$ cat src/rtl/ysyx_22040931_ifu.sv
// ----------------------------------------------------------------------------
// ysyx_22040931_ifu : instruction fetch unit
//
// Owns the architectural fetch PC. Issues one fetch at a time to instruction
// memory, hands the returned word to decode, and applies jump/branch
// redirects, which take priority over everything else in every state.
//
// Ports
//   clk, rst                 clock, asynchronous active-high reset
//   jump_valid, jump_target  redirect request and destination PC
//   imem_req_*               fetch request channel (valid/ready, addr)
//   imem_resp_*              fetch response channel (valid/ready, data)
//   inst_valid/ready         instruction channel to decode
//   inst, inst_pc            instruction word and its PC
//   inst_misalign            (optional) instruction is a nop standing in for
//                            a misaligned redirect target
//
// Optional feature macro: YSYX_22040931_IFU_MISALIGN_CHK_EN
//   defined   : a misaligned redirect target is not fetched; a nop carrying
//               that PC is handed to decode with inst_misalign=1.
//   undefined : redirect target bits [1:0] are forced to zero.
// ----------------------------------------------------------------------------
module ysyx_22040931_ifu #(
  parameter int unsigned       ADDR_W   = 64,
  parameter logic [ADDR_W-1:0] RESET_PC = ADDR_W'(64'h8000_0000)
) (
  input  logic              clk,
  input  logic              rst,
  input  logic              jump_valid,
  input  logic [ADDR_W-1:0] jump_target,
  output logic              imem_req_valid,
  input  logic              imem_req_ready,
  output logic [ADDR_W-1:0] imem_req_addr,
  input  logic              imem_resp_valid,
  input  logic [31:0]       imem_resp_data,
  output logic              imem_resp_ready,
  output logic              inst_valid,
  input  logic              inst_ready,
  output logic [31:0]       inst,
  output logic [ADDR_W-1:0] inst_pc
`ifdef YSYX_22040931_IFU_MISALIGN_CHK_EN
  ,
  output logic              inst_misalign
`endif
);

  localparam logic [31:0] NOP = 32'h0000_0013;

  typedef enum logic [1:0] {S_REQ, S_WAIT, S_OUT} state_e;

  state_e            state_q, state_d;
  logic [ADDR_W-1:0] pc_q, pc_d;
  logic [ADDR_W-1:0] inst_pc_q, inst_pc_d;
  logic [31:0]       inst_q, inst_d;
  logic              drop_q, drop_d;
  logic              mis_q, mis_d;
  logic              req_valid_q, resp_ready_q, inst_valid_q;

  logic [ADDR_W-1:0] tgt;
  logic              tgt_mis;  // redirect target needs a synthesized nop
  logic              pc_mis;   // pending (dropped-fetch) target needs a nop

`ifdef YSYX_22040931_IFU_MISALIGN_CHK_EN
  assign tgt     = jump_target;
  assign tgt_mis = |jump_target[1:0];
  assign pc_mis  = |pc_q[1:0];
  assign inst_misalign = mis_q;
`else
  logic unused_tgt_lo;
  logic unused_mis;
  assign tgt           = {jump_target[ADDR_W-1:2], 2'b00};
  assign tgt_mis       = 1'b0;
  assign pc_mis        = 1'b0;
  assign unused_tgt_lo = ^jump_target[1:0];
  assign unused_mis    = mis_q;
`endif

  always_comb begin
    state_d   = state_q;
    pc_d      = pc_q;
    drop_d    = drop_q;
    inst_d    = inst_q;
    inst_pc_d = inst_pc_q;
    mis_d     = mis_q;
    unique case (state_q)
      S_REQ: begin
        if (jump_valid) begin
          pc_d = tgt;
          if (imem_req_ready) begin
            // The old-pc request is accepted this cycle; swallow its response.
            drop_d  = 1'b1;
            state_d = S_WAIT;
          end else if (tgt_mis) begin
            inst_d    = NOP;
            inst_pc_d = tgt;
            mis_d     = 1'b1;
            state_d   = S_OUT;
          end
        end else if (imem_req_ready) begin
          state_d = S_WAIT;
        end
      end
      S_WAIT: begin
        if (jump_valid) begin
          pc_d = tgt;
          if (imem_resp_valid) begin
            // Response consumed and discarded now, nothing left in flight.
            drop_d = 1'b0;
            if (tgt_mis) begin
              inst_d    = NOP;
              inst_pc_d = tgt;
              mis_d     = 1'b1;
              state_d   = S_OUT;
            end else begin
              state_d = S_REQ;
            end
          end else begin
            drop_d = 1'b1;
          end
        end else if (imem_resp_valid) begin
          if (drop_q) begin
            // pc already holds the redirect target.
            drop_d = 1'b0;
            if (pc_mis) begin
              inst_d    = NOP;
              inst_pc_d = pc_q;
              mis_d     = 1'b1;
              state_d   = S_OUT;
            end else begin
              state_d = S_REQ;
            end
          end else begin
            inst_d    = imem_resp_data;
            inst_pc_d = pc_q;
            mis_d     = 1'b0;
            state_d   = S_OUT;
          end
        end
      end
      S_OUT: begin
        if (jump_valid) begin
          // Held instruction is dropped even if decode handshakes this cycle.
          pc_d  = tgt;
          mis_d = 1'b0;
          if (tgt_mis) begin
            inst_d    = NOP;
            inst_pc_d = tgt;
            mis_d     = 1'b1;
          end else begin
            state_d = S_REQ;
          end
        end else if (inst_ready) begin
          pc_d    = pc_q + ADDR_W'(4);
          mis_d   = 1'b0;
          state_d = S_REQ;
        end
      end
      default: state_d = S_REQ;
    endcase
  end

  always_ff @(posedge clk or posedge rst) begin
    if (rst) begin
      state_q      <= S_REQ;
      pc_q         <= RESET_PC;
      drop_q       <= 1'b0;
      mis_q        <= 1'b0;
      inst_q       <= '0;
      inst_pc_q    <= '0;
      req_valid_q  <= 1'b0;
      resp_ready_q <= 1'b0;
      inst_valid_q <= 1'b0;
    end else begin
      state_q      <= state_d;
      pc_q         <= pc_d;
      drop_q       <= drop_d;
      mis_q        <= mis_d;
      inst_q       <= inst_d;
      inst_pc_q    <= inst_pc_d;
      // Channel strobes are registered decodes of the next state.
      req_valid_q  <= (state_d == S_REQ);
      resp_ready_q <= (state_d == S_WAIT);
      inst_valid_q <= (state_d == S_OUT);
    end
  end

  assign imem_req_valid  = req_valid_q;
  assign imem_req_addr   = pc_q;
  assign imem_resp_ready = resp_ready_q;
  assign inst_valid      = inst_valid_q;
  assign inst            = inst_q;
  assign inst_pc         = inst_pc_q;

endmodule
$ cat config.mk
export PLATFORM = sky130hd
export DESIGN_NAME = ysyx_22040931_ifu
export DESIGN_NICKNAME = d
export VERILOG_FILES = /design/src/rtl/ysyx_22040931_ifu.sv
export SDC_FILE = /design/constraint.sdc
export NUM_CORES = 1
export LEC_CHECK = 0
export BUFFER_PORTS_ARGS = -buffer_cell sky130_fd_sc_hd__buf_2
export CORE_MARGIN = 2
export CORE_UTILIZATION = 50
export CTS_BUF_LIST = sky130_fd_sc_hd__clkbuf_4
export CTS_CLUSTER_DIAMETER = 30
export CTS_CLUSTER_SIZE = 25
export DETAILED_ROUTE_END_ITERATION = 10
export HOLD_SLACK_MARGIN = 0.06
export PLACE_DENSITY_LB_ADDON = 0.1
export SYNTH_ARGS = -nofsm -noshare
export SYNTH_HDL_FRONTEND = slang
export SYNTH_SLANG_ARGS = --single-unit
export TNS_END_PERCENT = 20
$ cat constraint.sdc
create_clock -name clk -period 8.8 [get_ports clk]
set_clock_uncertainty 0.15 [all_clocks]
set_input_delay 0.88 -clock clk [delete_from_list [all_inputs] [get_ports clk]]
set_output_delay 0.88 -clock clk [all_outputs]
set_load 0.01 [all_outputs]
==> results.md, run 1 <==
## Yosys
• Post-synth EDFFs: 0
• distinct cell type count of the synthesized netlist: 65
• cell area after synthesis: 0.00812 sq mm
• Seq cells post-synth: 162
• Seq/Total Area, Yosys: 49.9%
• most common flop cell mapped by yosys: sky130_fd_sc_hd__dfrtp_1
• average size of a mapped cell: 10.3 sq um
• count of warnings emitted by yosys: 0
• number of instances in the synthesized netlist: 785
• share of synthesized registers carrying an async set or reset: 100%

## Floorplan
• I/O Pins: 265
• Die X-Extent: 131 um
• Core Region: 0.0159 sq mm
• cell row count: 46
• area of the die: 0.0173 sq mm
• vertical extent of the die: 131 um
• Initial Utilization: 51.1%

## STA
• measured slew at the worst slew-check pin: 1.10 ns
• worst slew margin relative to its limit: 26.1%
• final setup fails: 0
• worst-case hold slack: 0.303 ns
• hold violation count in the final report: 0
• crit path time final: 3.13 ns
• maximum frequency from static timing analysis: 319 MHz
• total negative slack for setup checks: 0 ns
• share of the cycle needed by the critical path after routing: 35.6%
• number of slew-limit violations in the final report: 0
• setup repair after global routing missed its margin: no

## Critical path
• origin of the worst setup path: state_q[1]$_DFF_PP0_
• RR Startpoint: state_q[1]$_DFF_PP0_
• terminus of the critical flop-to-flop path: imem_req_addr[38]$_DFFE_PP0P_
• number of cells traversed by the worst register-to-register path: 6
• Data required, critical path: 9.15 ns
• classification of the worst setup path: reg2reg
• cell family contributing the most delay on the critical path: simple AND/OR/NAND/NOR gates
• crit start category: register
• CP max-delay cell: sky130_fd_sc_hd__buf_4
• type of destination of the critical path: register
• largest stage delay on the critical path: 0.68 ns
• largest fanout on the critical path: 89
• critical-path cell list: nor3b_4, buf_4, nand2_1, or3_1, or2_2, o211ai_1
• number of gates on the worst path with buffers counted: 6
• number of buffers and inverters on the critical path: 1
• setup slack of the worst register-to-register path: 5.67 ns
• timing endpoint of the critical path: imem_req_addr[38]$_DFFE_PP0P_
• critical path arrival: 3.49 ns

## Clock tree
• TritonCTS sink count: 162
• post-CTS repair timing setup buffer count: 0
• number of gates resized after cts: 0
• clk slew on worst S/H paths: 0.14 ns
• total number of H-tree levels: 4
• worst-skew pair later-pin latency: 0.57 ns
• hold buffers post-CTS: 0
• clock tree from TritonCTS: built
• Inserted Clock Buffers: 17
• CTS Buffer Depth: 2
• Clock Root Buffer: sky130_fd_sc_hd__clkbuf_4

## Pwr
• areal power density over the cells: 251 mW/mm^2
• total leakage power: 4.47 nW
• Worst VDD drop: 0.122 mV

## Drt
• number of remaining DRC errors: 0
• number of antenna-violating nets in the routed design: 0
• Total Routed Length: 22,500 um
• via density per instance: 5.79
• count of TritonRoute iterations in the first routing pass: 5
• Detailed Route Iter0 Violations: 560
• total vias in the final route: 7,196
• WL/cell: 18.1 um

## Worst hold path
• kind of path behind the tightest hold check: in2async

## Global route
• vias in the first global route: 6,840
• met3 Use GR: 6.13%
• met1 usage in global routing: 35.9%
• wire length of the first global-routing pass: 36,100 um
• pin count of the biggest net entering global routing: 99
• highest-utilization routing layer at the global route stage: met2
• initial antenna violation count: 3
• global routing usage summed across all routing layers: 25.6%
• met2 usage: 39.8%
• global-route congestion overflow total: 0

## Layout
• final cell utilization of the core: 62.0%
• share of layout cells above drive strength 1: 39.7%
• summed area of non-filler cells in the final layout: 0.00985 sq mm
• net count of the finished layout: 1,115
• area delta synth->final: 21.3%

## Placed design
• Post-DP Area: 0.00952 sq mm
• Detailed Place HPWL: 15,500 um
• final weighted congestion in routability-driven placement: 0.825
• count of buffers from port buffering: 258

## Job
• maximum capacitance violations: 0

## Status
• result of the run: complete, no violations

==> report_power, final <==
part | internal, mW | total (mW) | leakage [nW] | switching (mW)
Sequential | 0.998 | 1.18 | 1.92 | 0.179
Combinational | 0.398 | 0.796 | 2.40 | 0.398
Clock | 0.232 | 0.503 | 0.161 | 0.271
==> kinds of logic after synthesis <==
logic type,after synthesis,share of synthesized area (%)
AO/OA/AOI/OAI,174,14.1
adder cells (fa/ha/maj),1,0.154
buffers and inverters,67,3.39
flip-flops,162,49.9
multiplexers,91,12.6
other,1,0.0462
AND/OR/NAND/NOR,289,19.8
==> worst reg2reg max path: stages, from the launching register on <==
cell	delay, ns
sky130_fd_sc_hd__dfrtp_1	0.58
sky130_fd_sc_hd__nor3b_4	0.24
sky130_fd_sc_hd__buf_4	0.68
sky130_fd_sc_hd__nand2_1	0.52
sky130_fd_sc_hd__or3_1	0.46
sky130_fd_sc_hd__or2_2	0.30
sky130_fd_sc_hd__o211ai_1	0.15
==> stage by stage <==
stage	power, mW	std cells	worst slack, ns
after floorplan	1.63	788	3.40
after global placement	1.97	1209	5.26
after detailed placement	2.00	1209	5.23
after CTS	2.50	1240	5.61
after global routing	2.62	1242	5.41
final	2.48	1243	5.67
==> how the worst min path moves through the flow <==
stage / start / end / slack (ns) / cells past startpoint
floorplan: drop_q$_DFFE_PP0P_ / drop_q$_DFFE_PP0P_ / 0.30 / 1
global placement: inst_pc[53]$_DFFE_PP0P_ / inst_pc[53]$_DFFE_PP0P_ / 0.31 / 2
detailed placement: inst_pc[22]$_DFFE_PP0P_ / inst_pc[22]$_DFFE_PP0P_ / 0.32 / 2
CTS: jump_target[61] / imem_req_addr[61]$_DFFE_PP0P_ / 0.33 / 2
global route: jump_target[61] / imem_req_addr[61]$_DFFE_PP0P_ / 0.33 / 2
finish: rst / inst[2]$_DFFE_PP0P_ / 0.30 / 2
==> cells in the final DEF, fill, tap and decap left out, types with 6 or more instances in the layout <==
master,n
sky130_fd_sc_hd__inv_1,7
sky130_fd_sc_hd__dfrtp_1,161
sky130_fd_sc_hd__buf_4,6
sky130_fd_sc_hd__and3_1,18
sky130_fd_sc_hd__clkbuf_4,19
sky130_fd_sc_hd__nand3_1,43
sky130_fd_sc_hd__nand2_1,65
sky130_fd_sc_hd__a211o_1,6
sky130_fd_sc_hd__nor2_1,52
sky130_fd_sc_hd__nand4_1,23
sky130_fd_sc_hd__buf_2,258
sky130_fd_sc_hd__o211ai_1,7
sky130_fd_sc_hd__o21ai_0,38
sky130_fd_sc_hd__mux2_2,88
sky130_fd_sc_hd__a22oi_1,10
sky130_fd_sc_hd__a2bb2oi_1,13
sky130_fd_sc_hd__a31oi_1,8
sky130_fd_sc_hd__nor4_1,12
sky130_fd_sc_hd__or3_1,15
sky130_fd_sc_hd__nor3_1,20
sky130_fd_sc_hd__a21oi_1,40
sky130_fd_sc_hd__o22ai_1,14
==> registers in the layout, indices dropped and copies added (netlist names) <==
signal and flops:
imem_resp_ready 1, inst_pc 62, imem_req_addr 62, drop_q 1, inst 32, inst_valid 1, state_q 2, imem_req_valid 1
==> final cells by class <==
class	instances	area (sq um)
repair buffers	264	1340
diodes	3	7.51
well taps	216	270
fillers	1387	6030
flip-flops and latches	162	4060
multi-input cells	559	3820
clock buffers	19	143
clock inverters	12	183
inverters	8	35.0
==> cells in the mapped netlist (4+ instances only) <==
library cell / n / area [sq um]
sky130_fd_sc_hd__a211o_1: 6 / 52.6
sky130_fd_sc_hd__a21oi_1: 41 / 205
sky130_fd_sc_hd__a22oi_1: 10 / 75.1
sky130_fd_sc_hd__a2bb2oi_1: 13 / 114
sky130_fd_sc_hd__a311oi_1: 4 / 35.0
sky130_fd_sc_hd__a31oi_1: 8 / 50.1
sky130_fd_sc_hd__and2_1: 4 / 25.0
sky130_fd_sc_hd__and3_1: 18 / 113
sky130_fd_sc_hd__and4_1: 4 / 35.0
sky130_fd_sc_hd__buf_1: 5 / 18.8
sky130_fd_sc_hd__buf_2: 7 / 35.0
sky130_fd_sc_hd__buf_4: 4 / 30.0
sky130_fd_sc_hd__clkbuf_1: 43 / 161
sky130_fd_sc_hd__dfrtp_1: 161 / 4030
sky130_fd_sc_hd__inv_1: 8 / 30.0
sky130_fd_sc_hd__mux2_2: 88 / 991
sky130_fd_sc_hd__nand2_1: 65 / 244
sky130_fd_sc_hd__nand3_1: 43 / 215
sky130_fd_sc_hd__nand4_1: 23 / 144
sky130_fd_sc_hd__nor2_1: 52 / 195
sky130_fd_sc_hd__nor3_1: 20 / 100
sky130_fd_sc_hd__nor4_1: 12 / 75.1
sky130_fd_sc_hd__o211ai_1: 7 / 52.6
sky130_fd_sc_hd__o21ai_0: 38 / 190
sky130_fd_sc_hd__o22ai_1: 14 / 87.6
sky130_fd_sc_hd__o2bb2ai_1: 4 / 35.0
sky130_fd_sc_hd__or3_1: 15 / 93.8
sky130_fd_sc_hd__or4_1: 4 / 30.0
==> metal layers <==
metal	up-vias	wire [um]	share of wire (%)
met3	19	1520	6.8
met1	3497	10100	45
li1	3394	-	-
met5	-	0	0
met4	0	259	1.2
met2	286	10600	47
Note: power is estimated with default switching activity, not from simulation.
==> run 2: changes to the inputs <==
ABC_AREA = 1   (was not set)
clock period = 3 ns   (was 8.8 ns; I/O delays follow)
==> run 2 against run 1 <==
Effect of this change:
- fmax rose by 31%
- non-clock buffer count rose by 108
- critical path depth up 4
- first-iteration DRC count up 26%
- count of clock-buffer cells in the layout decreased by 2
- largest power group unchanged
- highest routed layer unchanged
==> results.md, run 2 <==
## Status
• result of the run: complete, no violations

## Yosys
• area share of the largest cell type after synthesis: 45.5%
• cell type with the highest aggregate area in the netlist: sky130_fd_sc_hd__dfrtp_1
• Seq cells post-synth: 162
• commonest cells in the synthesized netlist: 376 x sky130_fd_sc_hd__nand2_1, 161 x sky130_fd_sc_hd__dfrtp_1, 125 x sky130_fd_sc_hd__nor2_1, 116 x sky130_fd_sc_hd__inv_1, 99 x sky130_fd_sc_hd__o21ai_0
• count of warnings emitted by yosys: 0
• distinct cell type count of the synthesized netlist: 33
• number of instances in the synthesized netlist: 1,179
• Seq/Total Area, Yosys: 45.8%
• most frequently used cell type in the post-synthesis netlist: sky130_fd_sc_hd__nand2_1
• Post-synth EDFFs: 0
• cell types with the largest area share after synthesis: sky130_fd_sc_hd__dfrtp_1 45%, sky130_fd_sc_hd__nand2_1 16%, sky130_fd_sc_hd__o21ai_0 5.6%, sky130_fd_sc_hd__nor2_1 5.3%, sky130_fd_sc_hd__inv_1 4.9%
• share of synthesized registers carrying an async set or reset: 100%
• most common flop cell mapped by yosys: sky130_fd_sc_hd__dfrtp_1
• cell area after synthesis: 0.00886 sq mm
• average size of a mapped cell: 7.51 sq um

## Global route
• met1 usage in global routing: 44.0%
• met2 usage: 53.8%
• vias in the first global route: 8,931
• initial antenna violation count: 1
• wire length of the first global-routing pass: 47,100 um
• pin count of the biggest net entering global routing: 84
• met3 Use GR: 5.00%
• highest-utilization routing layer at the global route stage: met2
• global-route congestion overflow total: 0
• global routing usage summed across all routing layers: 32.9%

## Drt
• Total Routed Length: 30,800 um
• number of remaining DRC errors: 0
• total vias in the final route: 9,338
• WL/cell: 17.5 um
• via density per instance: 5.29
• number of antenna-violating nets in the routed design: 0
• count of TritonRoute iterations in the first routing pass: 5
• Detailed Route Iter0 Violations: 708

## Placed design
• Detailed Place HPWL: 22,400 um
• final weighted congestion in routability-driven placement: 0.990
• worst-case setup slack after placement: 0.684 ns
• count of buffers from port buffering: 258

## Critical path
• critical path arrival: 2.73 ns
• classification of the worst setup path: reg2reg
• crit start category: register
• largest fanout on the critical path: 8
• type of destination of the critical path: register
• Data required, critical path: 3.34 ns

## Layout
• net count of the finished layout: 1,629
• most frequent standard cell in the layout excluding fill and tap cells: sky130_fd_sc_hd__nand2_1
• most frequent cells in the layout: 376 x sky130_fd_sc_hd__nand2_1, 258 x sky130_fd_sc_hd__buf_2, 161 x sky130_fd_sc_hd__dfrtp_1
• share of layout cells above drive strength 1: 24.0%
• area delta synth->final: 32.1%

## Pwr
• areal power density over the cells: 662 mW/mm^2
• Worst VDD drop: 0.414 mV
• total leakage power: 5.84 nW

## STA
• maximum frequency from static timing analysis: 417 MHz
• final setup fails: 0
• number of slew-limit violations in the final report: 0
• post-route setup slack: 0.603 ns
• worst slew margin relative to its limit: 58.1%
• hold violation count in the final report: 0
• measured slew at the worst slew-check pin: 0.627 ns
• share of the cycle needed by the critical path after routing: 79.9%
• setup repair after global routing missed its margin: no
• crit path time final: 2.40 ns
• total negative slack for setup checks: 0 ns

## Clock tree
• Inserted Clock Buffers: 17
• Clock Root Buffer: sky130_fd_sc_hd__clkbuf_4
• TritonCTS sink count: 162
• clock tree from TritonCTS: built
• worst-skew pair later-pin latency: 0.59 ns
• total number of H-tree levels: 4
• clk slew on worst S/H paths: 0.15 ns
• post-CTS repair timing setup buffer count: 0
• CTS Buffer Depth: 2

## Floorplan
• area of the die: 0.0188 sq mm
• vertical extent of the die: 137 um
• Core Region: 0.0173 sq mm
• Die X-Extent: 137 um
• Initial Utilization: 51.2%
• I/O Pins: 265
• cell row count: 48

## Worst hold path
• kind of path behind the tightest hold check: in2async

## Job
• maximum capacitance violations: 0

run 2: power by group:
part | leakage (nW) | internal (mW) | total [mW] | switching [mW]
logic | 3.73 | 1.23 | 2.83 | 1.60
clock network | 0.151 | 0.515 | 1.40 | 0.887
registers | 1.96 | 2.94 | 3.51 | 0.573
total | 5.84 | 4.68 | 7.74 | 3.06
run 2: per-stage QoR:
stage          total power, mW  utilization [%]  hold WS (ns)  instance area (sq um)  std cells
3_3_place_gp              6.16             60.1         0.312                  10400       1632
2_1_floorplan             4.97                -         0.247                   8870       1182
4_1_cts                   7.72             67.6         0.262                  11700       1763
3_5_place_dp              6.25             60.1         0.318                  10400       1632
5_1_grt                   8.25             67.6         0.271                  11700       1764
6_report                  7.74             67.6         0.231                  11700       1764
run 2: kinds of logic (layout without fill, tap and decap cells):
logic type / Yosys count / count (layout) / synth area share [%]
other: 1 / 5 / 0.0423
buffers and inverters: 165 / 521 / 7.69
XOR/XNOR: 8 / 8 / 0.791
adder cells (fa/ha/maj): 1 / 1 / 0.141
AO/OA/AOI/OAI: 190 / 190 / 12.2
multiplexers: 36 / 36 / 4.58
flip-flops: 162 / 162 / 45.8
AND/OR/NAND/NOR: 616 / 616 / 28.8
run 2: area by class of cell:
cell class	instances	area (sq um)
antenna	1	2.50
clock inverter	14	173
inverter	118	447
tap	225	282
clock buffer	17	128
sequential	162	4060
multi-input combinational	855	4150
fill	1525	5600
timing repair buffer	372	2460
run 2: worst max-delay path: stages (launching register included):
cell                      delay (ns)
sky130_fd_sc_hd__dfrtp_1        0.55
sky130_fd_sc_hd__ha_1           0.30
sky130_fd_sc_hd__nand2_2        0.10
sky130_fd_sc_hd__nor2_4         0.23
sky130_fd_sc_hd__nand3_1        0.15
sky130_fd_sc_hd__nor2_2         0.41
sky130_fd_sc_hd__nand4_1        0.16
sky130_fd_sc_hd__nand2_1        0.10
sky130_fd_sc_hd__nand2_1        0.05
sky130_fd_sc_hd__nand2_1        0.06
sky130_fd_sc_hd__nand2_1        0.04
run 2: path summary, 6_finish.rpt:
check                      depth (start not counted)  slack [ns]                          from                       endpoint
setup reg to reg                                  10        0.60  imem_req_addr[2]$_DFFE_PP0P_  imem_req_addr[54]$_DFFE_PP0P_
min in group clk                                   3        0.32            imem_resp_data[22]           inst[22]$_DFFE_PP0P_
hold / removal                                     4        0.23                           rst           inst[13]$_DFFE_PP0P_
setup / recovery                                  10        0.60  imem_req_addr[2]$_DFFE_PP0P_  imem_req_addr[54]$_DFFE_PP0P_
hold reg to reg                                    2        0.35       inst_pc[42]$_DFFE_PP0P_        inst_pc[42]$_DFFE_PP0P_
max in group asynchronous                          4        2.05                           rst  imem_req_addr[31]$_DFFE_PP1P_
run 2: timing repair:
item	in CTS	in global routing
hold buffers	100	0
resized for setup	0	0
hold endpoints to repair	261	0
run 2: per-layer routing:
metal  share of wire [%]  wire length, um
met5                   0                0
met4                 3.6             1100
met3                 7.2             2230
met2                  46            14300
met1                  43            13200
